<file path="src/rtl/sdram_byte_unpacker.sv">
// SDRAM word-to-byte unpacker: a small word FIFO feeding a one-word output stage
// that emits two bytes per word over valid/ready, with per-job counting.
module sdram_byte_unpacker #(
    parameter int FIFO_DEPTH    = 4,
    parameter bit LITTLE_ENDIAN = 1'b1,
    parameter int COUNT_W       = 24
) (
    input  logic               clk,
    input  logic               reset,
    input  logic               start,
    input  logic [COUNT_W-1:0] num_words,
    input  logic               word_valid,
    input  logic [15:0]        word_data,
    output logic               word_ready,
    output logic               byte_valid,
    output logic [7:0]         byte_data,
    input  logic               byte_ready,
    output logic               busy,
    output logic               done,
    output logic [COUNT_W:0]   byte_count
);

    localparam int AW = $clog2(FIFO_DEPTH);
    localparam logic [AW:0]      FULL_CNT = (AW+1)'(FIFO_DEPTH);
    localparam logic [AW-1:0]    PTR_ONE  = AW'(1);
    localparam logic [AW:0]      CNT_ONE  = (AW+1)'(1);
    localparam logic [COUNT_W-1:0] WORD_ONE = COUNT_W'(1);
    localparam logic [COUNT_W:0]   BYTE_ONE = (COUNT_W+1)'(1);

    typedef enum logic [1:0] {
        S_IDLE,
        S_RUN,
        S_DRAIN,
        S_DONE
    } state_t;

    state_t state, next_state;

    logic [15:0]        mem [FIFO_DEPTH];
    logic [AW-1:0]      wr_ptr, rd_ptr;
    logic [AW:0]        fifo_cnt;
    logic               fifo_empty, fifo_full;

    logic [15:0]        out_word;
    logic               out_idx;
    logic               out_valid;

    logic [COUNT_W-1:0] num_words_q;
    logic [COUNT_W-1:0] words_accepted;

    logic push, pop, load, byte_fire, start_accept, last_word, last_byte;

    assign fifo_empty   = (fifo_cnt == '0);
    assign fifo_full    = (fifo_cnt == FULL_CNT);
    // Intake depends only on registered state, so byte_ready never reaches word_ready.
    assign word_ready   = (state == S_RUN) && !fifo_full && (words_accepted < num_words_q);
    assign push         = word_valid && word_ready;
    assign byte_fire    = out_valid && byte_ready;
    assign load         = !out_valid || (byte_fire && out_idx);
    assign pop          = load && !fifo_empty;
    assign start_accept = (state == S_IDLE) && start;
    assign last_word    = push && (words_accepted == num_words_q - WORD_ONE);
    assign last_byte    = byte_fire && out_idx && fifo_empty;

    assign byte_valid = out_valid;
    assign byte_data  = (out_idx == LITTLE_ENDIAN) ? out_word[15:8] : out_word[7:0];
    assign busy       = (state == S_RUN) || (state == S_DRAIN);
    assign done       = (state == S_DONE);

    // State register.
    always_ff @(posedge clk) begin
        // NOTE: sequential state uses non-blocking assignments so every register samples pre-edge values.
        if (reset) state <= S_IDLE;
        else       state <= next_state;
    end

    // Next-state logic for the job sequencer.
    always_comb begin
        // NOTE: default first so every path assigns next_state and no latch is inferred.
        next_state = state;
        unique case (state)
            S_IDLE:  if (start) next_state = (num_words != '0) ? S_RUN : S_DONE;
            S_RUN:   if (last_word) next_state = S_DRAIN;
            S_DRAIN: if (last_byte) next_state = S_DONE;
            S_DONE:  next_state = S_IDLE;
            default: next_state = S_IDLE;
        endcase
    end

    // FIFO storage array.
    always_ff @(posedge clk) begin
        // NOTE: storage is left unreset; pointers and count define validity, so contents never leak.
        if (push) mem[wr_ptr] <= word_data;
    end

    // FIFO pointers and occupancy.
    always_ff @(posedge clk) begin
        if (reset) begin
            wr_ptr   <= '0;
            rd_ptr   <= '0;
            fifo_cnt <= '0;
        end else begin
            if (push) wr_ptr <= wr_ptr + PTR_ONE;
            if (pop)  rd_ptr <= rd_ptr + PTR_ONE;
            if (push && !pop)      fifo_cnt <= fifo_cnt + CNT_ONE;
            else if (pop && !push) fifo_cnt <= fifo_cnt - CNT_ONE;
        end
    end

    // Output stage: holds one word and steps through its two bytes.
    always_ff @(posedge clk) begin
        if (reset) begin
            out_word  <= '0;
            out_idx   <= 1'b0;
            out_valid <= 1'b0;
        end else if (load) begin
            if (!fifo_empty) begin
                out_word  <= mem[rd_ptr];
                out_idx   <= 1'b0;
                out_valid <= 1'b1;
            end else begin
                out_valid <= 1'b0;
                out_idx   <= 1'b0;
            end
        end else if (byte_fire) begin
            out_idx <= 1'b1;
        end
    end

    // Per-job word and byte counters.
    always_ff @(posedge clk) begin
        if (reset) begin
            num_words_q    <= '0;
            words_accepted <= '0;
            byte_count     <= '0;
        end else if (start_accept) begin
            num_words_q    <= num_words;
            words_accepted <= '0;
            byte_count     <= '0;
        end else begin
            if (push)      words_accepted <= words_accepted + WORD_ONE;
            if (byte_fire) byte_count     <= byte_count + BYTE_ONE;
        end
    end

endmodule

</file>
<file path="config.mk">
export PLATFORM = sky130hd
export DESIGN_NAME = sdram_byte_unpacker
export DESIGN_NICKNAME = d
export VERILOG_FILES = /design/src/rtl/sdram_byte_unpacker.sv
export SDC_FILE = /design/constraint.sdc
export NUM_CORES = 1
export LEC_CHECK = 0
export CORE_MARGIN = 2
export CORE_UTILIZATION = 57
export CTS_CLUSTER_DIAMETER = 120
export DETAILED_ROUTE_END_ITERATION = 6
export PLACE_DENSITY = 0.8
export REMOVE_ABC_BUFFERS = 1
export SETUP_SLACK_MARGIN = 0.15
export SLEW_MARGIN = 20
export SYNTH_ARGS = -nofsm -noshare
export SYNTH_HDL_FRONTEND = slang
export SYNTH_SLANG_ARGS = --single-unit
</file>
<file path="constraint.sdc">
create_clock -name clk -period 4.1 [get_ports clk]
set_input_delay 0.41 -clock clk [delete_from_list [all_inputs] [get_ports clk]]
set_output_delay 0.41 -clock clk [all_outputs]
set_load 0.02 [all_outputs]
</file>
==> results of run 1 <==
## flip-flops by register name (all words and copies together) (netlist names)
register / count
mem: 64
byte_count: 25
num_words_q: 24
words_accepted: 24
out_word: 16
fifo_cnt: 3
rd_ptr: 2
state: 2
wr_ptr: 2
byte_valid: 1
out_idx: 1
## kinds of logic after synthesis
family / count (synthesis) / synth area share [%]
and+or+nand+nor: 315 / 19.4
adders and majority gates: 38 / 5.97
buffers and inverters: 83 / 4.10
DFF: 164 / 48.5
xor gates and xnor gates: 79 / 8.55
AOI/OAI and AO/OA: 105 / 7.39
muxes: 28 / 6.06
## metal layers
metal	global-route usage [%]	vias up	wire length [um]
li1	-	2998	-
met1	32.9	2910	7980
met2	41.6	179	8660
met3	6.60	36	960
met4	9.73	0	468
met5	0	-	0
## worst paths after layout
check / from / end
max: num_words_q[3] / word_ready
min: out_word[6] / out_word[6]
max reg2reg: num_words_q[13] / words_accepted[17]
min reg2reg: out_word[6] / out_word[6]
## final cells by class
cell class,instances,share of cell area (%)
well taps,180,2.33
repair buffers,91,9.13
inverters,44,1.71
clock inverters,15,1.93
clock buffers,17,4.41
flip-flops and latches,164,40.7
diodes,1,0.0259
multi-input cells,565,39.8
## power breakdown
part           leakage (nW)  switching (mW)  total [mW]  internal [mW]
combinational          1.68           0.874        1.60          0.729
clock                 0.301           0.711        1.64          0.928
sequential             1.39           0.221        2.09           1.87
## cells in the mapped netlist (4+ instances only)
cell	n
nand2_1	114
dfxtp_1	100
nor2_1	71
a21oi_1	65
edfxtp_1	64
xnor2_1	44
inv_1	43
ha_1	37
xor2_1	35
clkbuf_1	31
nand3_1	23
nand4_1	21
nor3_1	18
mux4_2	16
o21ai_0	15
nor4_1	12
mux2_2	8
and2_1	7
and4_1	7
or3_1	7
and3_1	6
a31oi_1	5
nor2b_1	5
buf_2	4
mux2i_1	4
nand2b_1	4
nor4_2	4
## worst register-to-register path, cell delays in order, from the launching register on
cell and delay, ns:
dfxtp_1 0.53, inv_1 0.11, ha_1 0.32, a21oi_1 0.13, o21ai_0 0.09, a221oi_1 0.31, nand3_1 0.19, nor3_4 0.22
buf_4 0.24, nand4_1 0.46, nor4_1 0.41, xnor2_1 0.16, nor2_1 0.05
## per-stage QoR
stage | std cells | power (mW) | worst slack (ns)
6_report | 1077 | 5.33 | 0.739
5_1_grt | 1076 | 5.62 | 0.517
4_1_cts | 1076 | 5.35 | 0.738
3_5_place_dp | 1044 | 3.70 | 0.816
3_3_place_gp | 1044 | 3.67 | 0.905
2_1_floorplan | 773 | 3.17 | 0.868
## placed cells by master, fill, tap and decap left out, types with 6 or more instances in the layout
master	count
nand2_1	114
dfxtp_1	99
clkdlybuf4s50_1	80
nor2_1	71
a21oi_1	65
edfxtp_1	64
xnor2_1	44
inv_1	43
ha_1	37
xor2_1	35
nand3_1	23
nand4_1	21
nor3_1	18
clkbuf_16	17
mux4_2	16
o21ai_0	15
nor4_1	12
buf_4	10
mux2_2	8
and2_1	7
and4_1	7
or3_1	7
and3_1	6
==> reports/qor.json, run 1 <==
{
  "run_status": {
    "status": "finished, final reports clean"
  },
  "timing": {
    "finalCritPeriodShare_pct": 82.0,
    "worst_slew_pin_slew_ns": 1.01,
    "hold_violations": 0,
    "timing.fmax_ghz": 0.298,
    "timing.final.crit_period_ns": 3.36,
    "timing.final.max_slew_violations": 0,
    "fin_worst_skew_ns": 0.00843,
    "headroom_to_the_max_slew_limit_pct": 32.5,
    "grt_setup_unrepaired": "no",
    "fin_setup_tns_ns": 0,
    "fin_hold_ws_ns": 0.451,
    "final-setup-viol-count": 0
  },
  "die": {
    "coreArea_um2": 13900,
    "starting_density_of_the_core_pct": 58.3,
    "die_height_um": 123,
    "die_x_um": 123,
    "design.die.area_um2": 15200,
    "standard_cell_rows": 43,
    "design.portCount": 82
  },
  "setup_path": {
    "cp.buffers_inverters": 2,
    "worstPathMaxFanout": 7,
    "critical_path_arrival_ns": 2.95,
    "crit_path_max_incr_delay_ns": 0.63,
    "crit_path_start_kind": "register",
    "r2r_depth": 12,
    "path_class": "register to output pin",
    "cp_data_required_time_ns": 3.69,
    "reg2reg_slack_ns": 0.77,
    "critical-path-top-delay-family": "buffers and inverters",
    "cp_num_cells": 8,
    "timing.critical_path.slowest_stage_cell": "clkdlybuf4s50_1",
    "critPathCaptureType": "output pin",
    "crit_path_cell_trace": "inv_1 -> ha_1 -> a21o_1 -> a22oi_1 -> nand3_1 -> a32o_1 -> nor2_1 -> clkdlybuf4s50_1"
  },
  "final_layout": {
    "n_fill_cell": 1042,
    "design.final.nets": 966,
    "final_layout_size_suffix_gt1_share_pct": 8.71,
    "ff_latch_area_um2": 3930,
    "finished_layout_cell_area_um2": 9650,
    "syn_to_final_growth_pct": 19.2,
    "area_used_by_multi_input_combinational_logic_um2": 3840,
    "final_core_occ_pct": 69.5
  },
  "synth": {
    "yosys_most_used_dff": "dfxtp_1",
    "synthTopCellsByArea": "dfxtp_1 (25%), edfxtp_1 (24%), ha_1 (5.7%)",
    "total_of_flip_flops_plus_latches_after_synthesis": 164,
    "syn_avg_cell_area_um2": 9.96,
    "post_synth_inst_count": 812,
    "synthDistinctLibCells": 58,
    "synthArstFlopShare_pct": 0,
    "yosys.area.top_type": "dfxtp_1",
    "netlist_area_um2": 8090,
    "number_of_enable_flip_flop_cells_after_synthesis": 64,
    "yosys_warnings": 0,
    "seq_area_frac_synth_pct": 48.5,
    "synth_largest_type_area_fraction_pct": 24.7
  },
  "pwr": {
    "power_per_cell_area_nw_per_um2": 553,
    "ir_drop_mv": 0.438,
    "p_leak_nw": 3.37
  },
  "job": {
    "max-cap-violations": 0
  },
  "global_routing": {
    "antenna_violations_before_repair": 0,
    "grt_max_degree": 52,
    "grt_pass1_vias": 5952,
    "gr-usage-all-layers_pct": 25.6,
    "wire_length_of_the_first_global_routing_pass_um": 29600,
    "globalRoute.totalOverflow": 0
  },
  "clock_network": {
    "insertion_delay_ns": 0.43,
    "cts_tree": "yes",
    "post_cts_resized": 0,
    "path_clk_slew_ns": 0.07,
    "tritoncts.num_buffers": 17,
    "cts.repair_timing.setup_buffer_count": 0,
    "hold_buffers": 0,
    "clk_path_buf_depth": 2,
    "cts_root_buffer": "clkbuf_16",
    "numClockSinks": 164,
    "ctsHtreeMaxLevel": 4
  },
  "placement": {
    "place.gp.congestion": 0.900,
    "hpwlAfterDp_um": 12600,
    "numPortBuffers": 81,
    "post_dp_cell_area_um2": 9030
  },
  "drt": {
    "detail_route.wl_per_cell_um": 16.8,
    "drt_drc_violations_left": 0,
    "wl_um": 18100,
    "drt_first_pass_iters": 5,
    "detailroute.via_count": 6123,
    "postRouteAntennaNets": 0,
    "drt-vias-per-instance": 5.69,
    "drt_first_iter_violations": 345
  },
  "hold_path": {
    "worstHoldPathCells": 2,
    "type_of_the_most_critical_hold_path": "register to register"
  }
}
No activity file was read; power rests on OpenSTA's default activity.
==> run 2: changes to the inputs <==
CORE_UTILIZATION = 52   (was 57)
PLACE_DENSITY = 0.77   (was 0.8)
clock period = 2.85 ns   (was 4.1 ns; I/O delays follow)
==> reports/qor.json, run 2 (synthesis gave the netlist of run 1 again) <==
{
  "final_layout": {
    "final_core_occ": {"value": 69.6, "unit": "%", "change": "was 69.5%"},
    "syn_to_final_growth": {"value": 30.7, "unit": "%", "change": "was 19.2%"},
    "antennaDiodeCount": {"value": 0, "change": "was 1"},
    "design.final.nets": {"value": 1038, "change": "was 966"},
    "area_used_by_multi_input_combinational_logic": {"value": 4140, "unit": "um2", "change": "was 3840 um2"},
    "largest_reg_flops": {"value": 64, "change": "unchanged"},
    "layout_commonest_cell": {"value": "nand2_1", "change": "unchanged"},
    "reg_with_most_ffs": {"value": "mem", "change": "unchanged"},
    "final_layout_size_suffix_gt1_share": {"value": 21.0, "unit": "%", "change": "was 8.71%"},
    "ff_latch_area": {"value": 3940, "unit": "um2", "change": "was 3930 um2"},
    "most_frequent_cells_in_the_layout": {"value": "nand2_1 (110), dfxtp_1 (91), clkdlybuf4s50_1 (79)", "change": "was nand2_1 (114), dfxtp_1 (99), clkdlybuf4s50_1 (80)"},
    "top_regs": {"value": "mem x64, byte_count x25", "change": "unchanged"},
    "n_fill_cell": {"value": 1078, "change": "was 1042"}
  },
  "timing": {
    "timing.final.crit_period_ns": 2.82,
    "fin_worst_skew": {"value": 0.00692, "unit": "ns", "change": "was 0.00843 ns"},
    "timing.final.max_slew_violations": {"value": 0, "change": "unchanged"},
    "fin_setup_tns": {"value": 0, "unit": "ns", "change": "unchanged"},
    "timing.fmax_ghz": 0.355,
    "grt_setup_unrepaired": {"value": "yes", "change": "was no"},
    "fin_hold_ws": {"value": 0.237, "unit": "ns", "change": "was 0.451 ns"},
    "final.setup.worst_slack": {"value": 0.0315, "unit": "ns", "change": "was 0.739 ns"},
    "headroom_to_the_max_slew_limit": {"value": 39.7, "unit": "%", "change": "was 32.5%"},
    "worst_slew_pin_slew": {"value": 0.903, "unit": "ns", "change": "was 1.01 ns"},
    "finalCritPeriodShare_pct": 98.9,
    "final-setup-viol-count": {"value": 0, "change": "unchanged"},
    "hold_violations": {"value": 0, "change": "unchanged"}
  },
  "setup_path": {
    "reg2reg_from": {"value": "words_accepted[1]", "change": "was num_words_q[13]"},
    "critical_path_arrival": {"value": 3.18, "unit": "ns", "change": "was 2.95 ns"},
    "cp_data_required_time": {"value": 3.21, "unit": "ns", "change": "was 3.69 ns"},
    "regToRegEndpoint": {"value": "fifo_cnt[2]", "change": "was words_accepted[17]"},
    "path_class": {"value": "register to register", "change": "was register to output pin"},
    "worstPathMaxFanout": {"value": 2, "change": "was 7"},
    "crit_path_start_kind": {"value": "register", "change": "unchanged"},
    "reg2reg_slack": {"value": 0.03, "unit": "ns", "change": "was 0.77 ns"},
    "r2r_depth": {"value": 12, "change": "unchanged"},
    "critPathCaptureType": {"value": "register", "change": "was output pin"}
  },
  "run_status": {
    "status": {"value": "finished, violations left", "change": "was finished, final reports clean"},
    "failing_checks": "design-rule violations"
  },
  "clock_network": {
    "clk_path_buf_depth": {"value": 2, "change": "unchanged"},
    "ctsHtreeMaxLevel": {"value": 4, "change": "unchanged"},
    "hold_buffers": {"value": 0, "change": "unchanged"},
    "cts_tree": {"value": "yes", "change": "unchanged"},
    "numClockSinks": {"value": 164, "change": "unchanged"},
    "tritoncts.num_buffers": {"value": 17, "change": "unchanged"},
    "cts_root_buffer": {"value": "clkbuf_16", "change": "unchanged"},
    "path_clk_slew": {"value": 0.07, "unit": "ns", "change": "about the same"},
    "insertion_delay": {"value": 0.43, "unit": "ns", "change": "about the same"}
  },
  "hold_path": {
    "type_of_the_most_critical_hold_path": {"value": "primary input to register", "change": "was register to register"},
    "whs_endpoint": {"value": "out_idx", "change": "was out_word[6]"},
    "worst_hold_path_startpoint": {"value": "reset", "change": "was out_word[6]"},
    "worstHoldPathCells": {"value": 3, "change": "was 2"}
  },
  "job": {
    "max-cap-violations": {"value": 0, "change": "unchanged"}
  },
  "drt": {
    "drt_drc_violations_left": {"value": 3, "change": "was 0"},
    "drt-vias-per-instance": {"value": 5.64, "change": "was 5.69"},
    "wl": {"value": 20000, "unit": "um", "change": "was 18100 um"},
    "detailroute.via_count": {"value": 6517, "change": "was 6123"},
    "drt_first_iter_violations": {"value": 507, "change": "was 345"},
    "postRouteAntennaNets": {"value": 0, "change": "unchanged"},
    "drt_first_pass_iters": {"value": 7, "change": "was 5"},
    "detail_route.wl_per_cell": {"value": 17.3, "unit": "um", "change": "was 16.8 um"}
  },
  "placement": {
    "place_ws": {"value": -0.119, "unit": "ns", "change": "was 0.816 ns"},
    "numPortBuffers": {"value": 81, "change": "unchanged"},
    "place.gp.congestion": {"value": 0.895, "change": "was 0.900"},
    "hpwlAfterDp": {"value": 13500, "unit": "um", "change": "was 12600 um"}
  },
  "die": {
    "design.die.area": {"value": 16600, "unit": "um2", "change": "was 15200 um2"},
    "die_x": {"value": 129, "unit": "um", "change": "was 123 um"},
    "coreArea": {"value": 15200, "unit": "um2", "change": "was 13900 um2"},
    "die_height": {"value": 129, "unit": "um", "change": "was 123 um"},
    "design.portCount": {"value": 82, "change": "unchanged"},
    "starting_density_of_the_core": {"value": 53.2, "unit": "%", "change": "was 58.3%"},
    "standard_cell_rows": {"value": 45, "change": "was 43"}
  },
  "global_routing": {
    "grt_pass1_vias": {"value": 6476, "change": "was 5952"},
    "gr-usage-all-layers": {"value": 24.6, "unit": "%", "change": "was 25.6%"},
    "antenna_violations_before_repair": {"value": 0, "change": "unchanged"},
    "globalRoute.totalOverflow": {"value": 0, "change": "unchanged"},
    "grt_max_degree": {"value": 51, "change": "was 52"},
    "wire_length_of_the_first_global_routing_pass": {"value": 31700, "unit": "um", "change": "was 29600 um"}
  },
  "pwr": {
    "totalPowerFinal": {"value": 7.90, "unit": "mW", "change": "was 5.33 mW"},
    "power_per_cell_area": {"value": 747, "unit": "nW/um2", "change": "was 553 nW/um2"},
    "ir_drop": {"value": 0.707, "unit": "mV", "change": "was 0.438 mV"},
    "p_leak": {"value": 3.92, "unit": "nW", "change": "was 3.37 nW"}
  }
}
## run 2: cell types whose count changed in the layout (fill, tap and decap cells not counted), moves of 4 or more
cell	before	now
buf_4	10	71
nand2_1	114	110
nor4_1	12	8
inv_1	43	36
ha_4	0	6
ha_1	37	29
inv_2	0	7
buf_12	0	7
dfxtp_2	1	9
dfxtp_1	99	91
nand2_4	0	4
## run 2: final cells by class
cell class | count | share of cell area [%]
Clock inverter | 14 | 1.30
Clock buffer | 18 | 4.06
Inverter | 44 | 1.56
Timing Repair Buffer | 163 | 14.5
Multi-Input combinational cell | 565 | 39.1
Tap cell | 188 | 2.22
Sequential cell | 164 | 37.2
## run 2: where the power goes
group | leakage, nW | internal, mW | switching, mW
Sequential | 1.39 | 2.69 | 0.168
Clock | 0.281 | 1.16 | 1.02
Combinational | 2.25 | 1.30 | 1.56
Total | 3.92 | 5.15 | 2.75
## run 2: repair_timing
item | 4_1_cts | 5_1_grt
buffers inserted | 2 | 6
hold endpoints to repair | 0 | 0
pin swaps | 21 | 19
resized for setup | 31 | 45
cloned | 0 | 1
endpoints found under the setup margin | 18 | 24
## run 2: per-stage QoR
stage,area (um2),instances
floorplan,7930,773
global placement,9590,1115
detailed placement,9590,1115
CTS,10300,1149
global route,10600,1156
finish,10600,1156
## run 2: how the worst max path moves through the flow
stage / start / to / slack, ns
detailed placement: num_words_q[15] / fifo_cnt[2] / -0.12
finish: words_accepted[1] / fifo_cnt[2] / 0.03
global route: num_words_q[3] / fifo_cnt[2] / -0.12
global placement: num_words_q[15] / fifo_cnt[2] / -0.05
CTS: num_words_q[3] / fifo_cnt[2] / -0.005
floorplan: num_words_q[13] / fifo_cnt[2] / -0.38
## run 2: metal layers
metal  share of wire, %  vias to the layer above  track usage, %
met5                  0                        -               0
met4                2.1                        0            8.31
met3                6.1                       37            6.57
met2                 49                      229            41.2
met1                 43                     3106            31.1
li1                   -                     3145               -
## run 2: worst max-delay path, stage by stage (launching register included)
cell and delay [ns]:
dfxtp_1 0.38, ha_4 0.22, nor2b_4 0.12, o2111ai_2 0.22
nand3_2 0.15, a32o_2 0.30, nor3_4 0.21, ha_2 0.21
inv_2 0.04, fa_2 0.32, xor2_1 0.15, or3_1 0.30
a21oi_1 0.14
==> variant 1: new RTL, config.mk and constraints of run 2 <==
Put one more register stage on the output `byte_count`. The value now appears one clock later. The other outputs are not delayed to match.
--- a/src/rtl/sdram_byte_unpacker.sv
+++ b/src/rtl/sdram_byte_unpacker.sv
@@ -34,4 +34,6 @@
         S_DONE
     } state_t;
+
+    logic [COUNT_W:0] byte_count_s0;
 
     state_t state, next_state;
@@ -133,13 +135,17 @@
             num_words_q    <= '0;
             words_accepted <= '0;
-            byte_count     <= '0;
+            byte_count_s0  <= '0;
         end else if (start_accept) begin
             num_words_q    <= num_words;
             words_accepted <= '0;
-            byte_count     <= '0;
+            byte_count_s0  <= '0;
         end else begin
             if (push)      words_accepted <= words_accepted + WORD_ONE;
-            if (byte_fire) byte_count     <= byte_count + BYTE_ONE;
+            if (byte_fire) byte_count_s0  <= byte_count_s0 + BYTE_ONE;
         end
+    end
+
+    always_ff @(posedge clk) begin
+        byte_count <= byte_count_s0;
     end
 
Function: changed (a bounded check fails within 10 cycles, from zero or initial values and one cycle with reset high).
==> variant 1 against run 2 <==
- the run ends with negative setup slack left
- sequential cell count rose by 25
- clock skew rose by 3.2 ps
- cell area rose by 6.2%
- wire length rose by 8.5%
- hold slack improved by 140 ps
- via count rose by 4.3%
- critical path depth rose by 2
- total power rose by 2.9%
- setup slack got worse by 150 ps
- area after synthesis rose by 5.3%
- largest cell class is now sequential cells
- sequential share of layout area rose by 2.4 points
==> variant 1: results (changes against run 2) <==
Run status
  – Failing checks: negative setup slack
  – Status: finished with violations

Timing
  – Final setup viols: 4 (+4)
  – Setup TNS: -324.1 ps (-324.1 ps)
  – Final worst slack: -118.6 ps (-150.1 ps)
  – Layout Skew: 10.14 ps (+3.215 ps)
  – Worst-Margin Slew: 888.1 ps (-15.15 ps)

Final layout
  – Non-filler cells, final: 1,212 (+4.8%)
  – Share of cells above drive strength 1: 23.90% (+2.9 points)
  – Filler instances: 1,098 (+1.9%)

Detailed routing
  – Met3 WL: 1.154 mm (-5.8%)
  – Met2 wire length: 10.90 mm (+12%)
  – DRT iter0 DRCs: 544 (+7.3%)
  – Total wire length: 21.67 mm (+8.5%)
  – Wl on met1: 8.798 mm (+2.1%)
  – First-pass DRT Iterations: 6 (-1)

Setup path
  – Critical Path Source: num_words_q[10]
  – R2R depth: 14 (+2)

Hold path
  – Hold Path Depth: 0 (-3)
  – HP Class: flop to flop

GRT
  – M1 GR Usage: 29.24% (-1.9 points)
  – Met2 Usage GRT: 43.58% (+2.3 points)
  – Vias in the first global route: 6,871 (+6.1%)
  – M3 GR Usage: 5.344% (-1.2 points)
  – Largest net degree at the start of global routing: 53 (+3.9%)

Pwr
  – Peak supply drop: 0.5515 mV (-22%)
  – Lkg Pwr: 4.194 nW (+6.9%)

Logic synthesis
  – Syn avg cell area: 10.41 um2 (+4.5%)
  – Post-synthesis mux area share: 5.758% (-0.30 points)
  – Post-synthesis sequential area ratio: 51.94% (+3.4 points)
  – Post-Synth XOR/XNOR Area: 7.403% (-1.1 points)

Place
  – DP HPWL: 14.13 mm (+4.5%)
  – Placed cell area: 10,170 um2 (+6.0%)
  – Worst slack at placement: -268.7 ps (-149.5 ps)
  – Final GP Congestion: 0.8711 (-2.7%)
[variant 1: cell types whose count changed in the layout (fill, tap and decap cells not counted), moves of 6 or more]
cell,run 2,this run
dfxtp_2,9,18
inv_1,36,26
xnor2_1,41,32
nor2_1,68,62
dfxtp_1,91,107
buf_4,71,89
nand3_1,22,9
and3_1,6,18
[variant 1: layout make-up]
type                       count  area share [%]
multi-input combinational    556           36.60
clock inverter                15           1.838
clock buffer                  17           3.787
inverter                      39           1.326
sequential                   189           39.59
tap                          216           2.406
timing repair buffer         180           14.45
[variant 1: report_power, final]
group	total (W)	internal, W	switching (W)
registers	0.00319	0.00302	0.000166
logic	0.00243	0.00117	0.00126
clock network	0.00251	0.00136	0.00115
total	0.00813	0.00555	0.00258
[variant 1: critical path: stages, from the launching register on]
cell and delay, ps:
dfxtp_2 370, inv_4 60, ha_4 260, nand4_1 100
or4_4 570, a311oi_2 260, buf_4 180, nor3_4 40
and2_4 170, ha_4 160, inv_2 40, fa_2 180
xor2_1 70, or3_1 300, a21oi_1 130
==> variant 2: new RTL, flow settings as in run 2 <==
Made on the original files. Set the parameter `COUNT_W` to 48 (it was 24).
--- a/src/rtl/sdram_byte_unpacker.sv
+++ b/src/rtl/sdram_byte_unpacker.sv
@@ -4,5 +4,5 @@
     parameter int FIFO_DEPTH    = 4,
     parameter bit LITTLE_ENDIAN = 1'b1,
-    parameter int COUNT_W       = 24
+    parameter int COUNT_W       = 48
 ) (
     input  logic               clk,
Ports: changed (resized byte_count and num_words); port bits go from 82 to 130. The function was not compared with the original's and may differ.
==> variant 2 against run 2 <==
- the flow finishes with violations (negative setup slack)
- combinational power up 33%
- cell area up 64%
- sequential cell count up 72
- wire length up 85%
- setup slack worse by 800 ps
- total power up 41%
- area after synthesis up 52%
- synthesized cell count up 64%
- largest cell class unchanged
==> variant 2: results (changes against run 2) <==
Setup path
  – CP Max Fanout: 5 (+3)
  – CP peak stage delay: 570 ps (+190 ps)
  – Arrival time worst endpoint: 4050 ps (+870 ps)
  – R2R depth: 11 (-1)
  – Setup crit end: state[1]
  – Launch point of the worst reg-to-reg path: num_words_q[3]
  – Critical path's slowest cell: or4_4

Place
  – I/O Buffers: 129 (+59%)
  – DP HPWL: 24.46 mm (+81%)
  – Final GP Congestion: 0.9278 (+3.6%)
  – Placed cell area: 15,560 um2 (+62%)

Detailed routing
  – Drt via density: 5.602 (-0.63%)
  – Met3 WL: 2.608 mm (+110%)
  – Wl on met1: 14.60 mm (+69%)
  – Met2 wire length: 17.99 mm (+85%)
  – DRT iter0 DRCs: 862 (+70%)
  – Wire length per cell: 18.24 um (+5.5%)
  – First-pass DRT Iterations: 6 (-1)

Logic synthesis
  – EDFF count, synth: 64 (unchanged)
  – Post-synthesis sequential area ratio: 43.62% (-4.9 points)
  – Dominant cells by area after synthesis: dfxtp_1 (28%), edfxtp_1 (16%), ha_1 (6.2%)
  – Top cells by count, synth: nand2_1 (181), dfxtp_1 (172), nor2_1 (126), a21oi_1 (94), xor2_1 (79)
  – Ys flop type: dfxtp_1
  – Synth cell types: 64 (+10%)
  – Syn avg cell area: 9.241 um2 (-7.3%)

GRT
  – Largest net degree at the start of global routing: 49 (-3.9%)
  – Vias in the first global route: 11.08k (+71%)
  – M3 GR Usage: 5.502% (-1.1 points)
  – M1 GR Usage: 34.05% (+2.9 points)
  – Antenna violations before repair: 0 (unchanged)
  – First-pass GRT wire length: 55.17 mm (+74%)
  – Met2 Usage GRT: 48.14% (+6.9 points)
  – Global Route Usage Sum: 28.01% (+3.4 points)

Timing
  – Final setup viols: 120 (+120)
  – Min Hold Slack: 312.0 ps (+74.69 ps)
  – Max_slew headroom: 43.93% (+4.2 points)
  – Final worst slack: -768.7 ps (-800.2 ps)
  – Layout Skew: 19.65 ps (+12.73 ps)
  – Setup TNS: -36,630 ps (-36,630 ps)

Pwr
  – Peak supply drop: 0.7093 mV (+0.38%)
  – P per Cell Area: 640.3 nW/um2 (-14%)
  – Internal power: 0.007582 W (+47%)
  – Lkg Pwr: 6.680 nW (+70%)
  – Comb pwr: 0.00380 W (+33%)
  – Flop+latch power: 0.00392 W (+37%)

Run status
  – Status: finished with violations
  – Failing checks: negative setup slack

Clock network
  – CTS max path bufs: 3 (+1)
  – Worst skew pair latency: 550 ps (+120 ps)
  – H-tree depth: 1 (-3)
  – Num CTS Buffers: 26 (+9)
  – Clk slew on worst S/H paths: 60 ps

Final layout
  – Largest regs: mem: 64 flops, byte_count: 49 flops
  – Non-filler cells, final: 2,029 (+76%)
  – Nets: 1,821 (+75%)

Hold path
  – Worst hold endpoint: num_words_q[43]
  – Min-delay src: num_words[43]
[variant 2: cell count changes in the layout (fill, tap and decap cells not counted), sizes merged, moves of 18 or more]
cell / change
xnor2: +34
buf: +171
nor2: +56
xor2: +44
nand2: +67
clkdlybuf4s50: +48
and3: +18
nand3: +37
a21oi: +29
dfxtp: +72
ha: +24
[variant 2: logic make-up after synthesis]
kind of cell	synth area share (%)
simple gates	22.55
flops	43.62
compound gates	8.291
xor+xnor	11.18
buf+inv	3.693
fa+ha+maj	6.368
mux	4.293
[variant 2: timing repair]
action | in CTS | in global routing
pin swaps | 31 | 71
gates resized for setup | 92 | 87
gates cloned | 3 | 0
setup endpoints to repair | 120 | 120
hold buffers | 0 | 0
buffers inserted | 7 | 16
[variant 2: layout make-up]
class	instances	area (um2)
clock buffers	35	714.4
clock inverters	13	158.9
fillers	1614	5944
inverters	66	247.7
multi-input cells	980	7076
flip-flops and latches	236	5393
well taps	319	399.1
repair buffers	380	3400
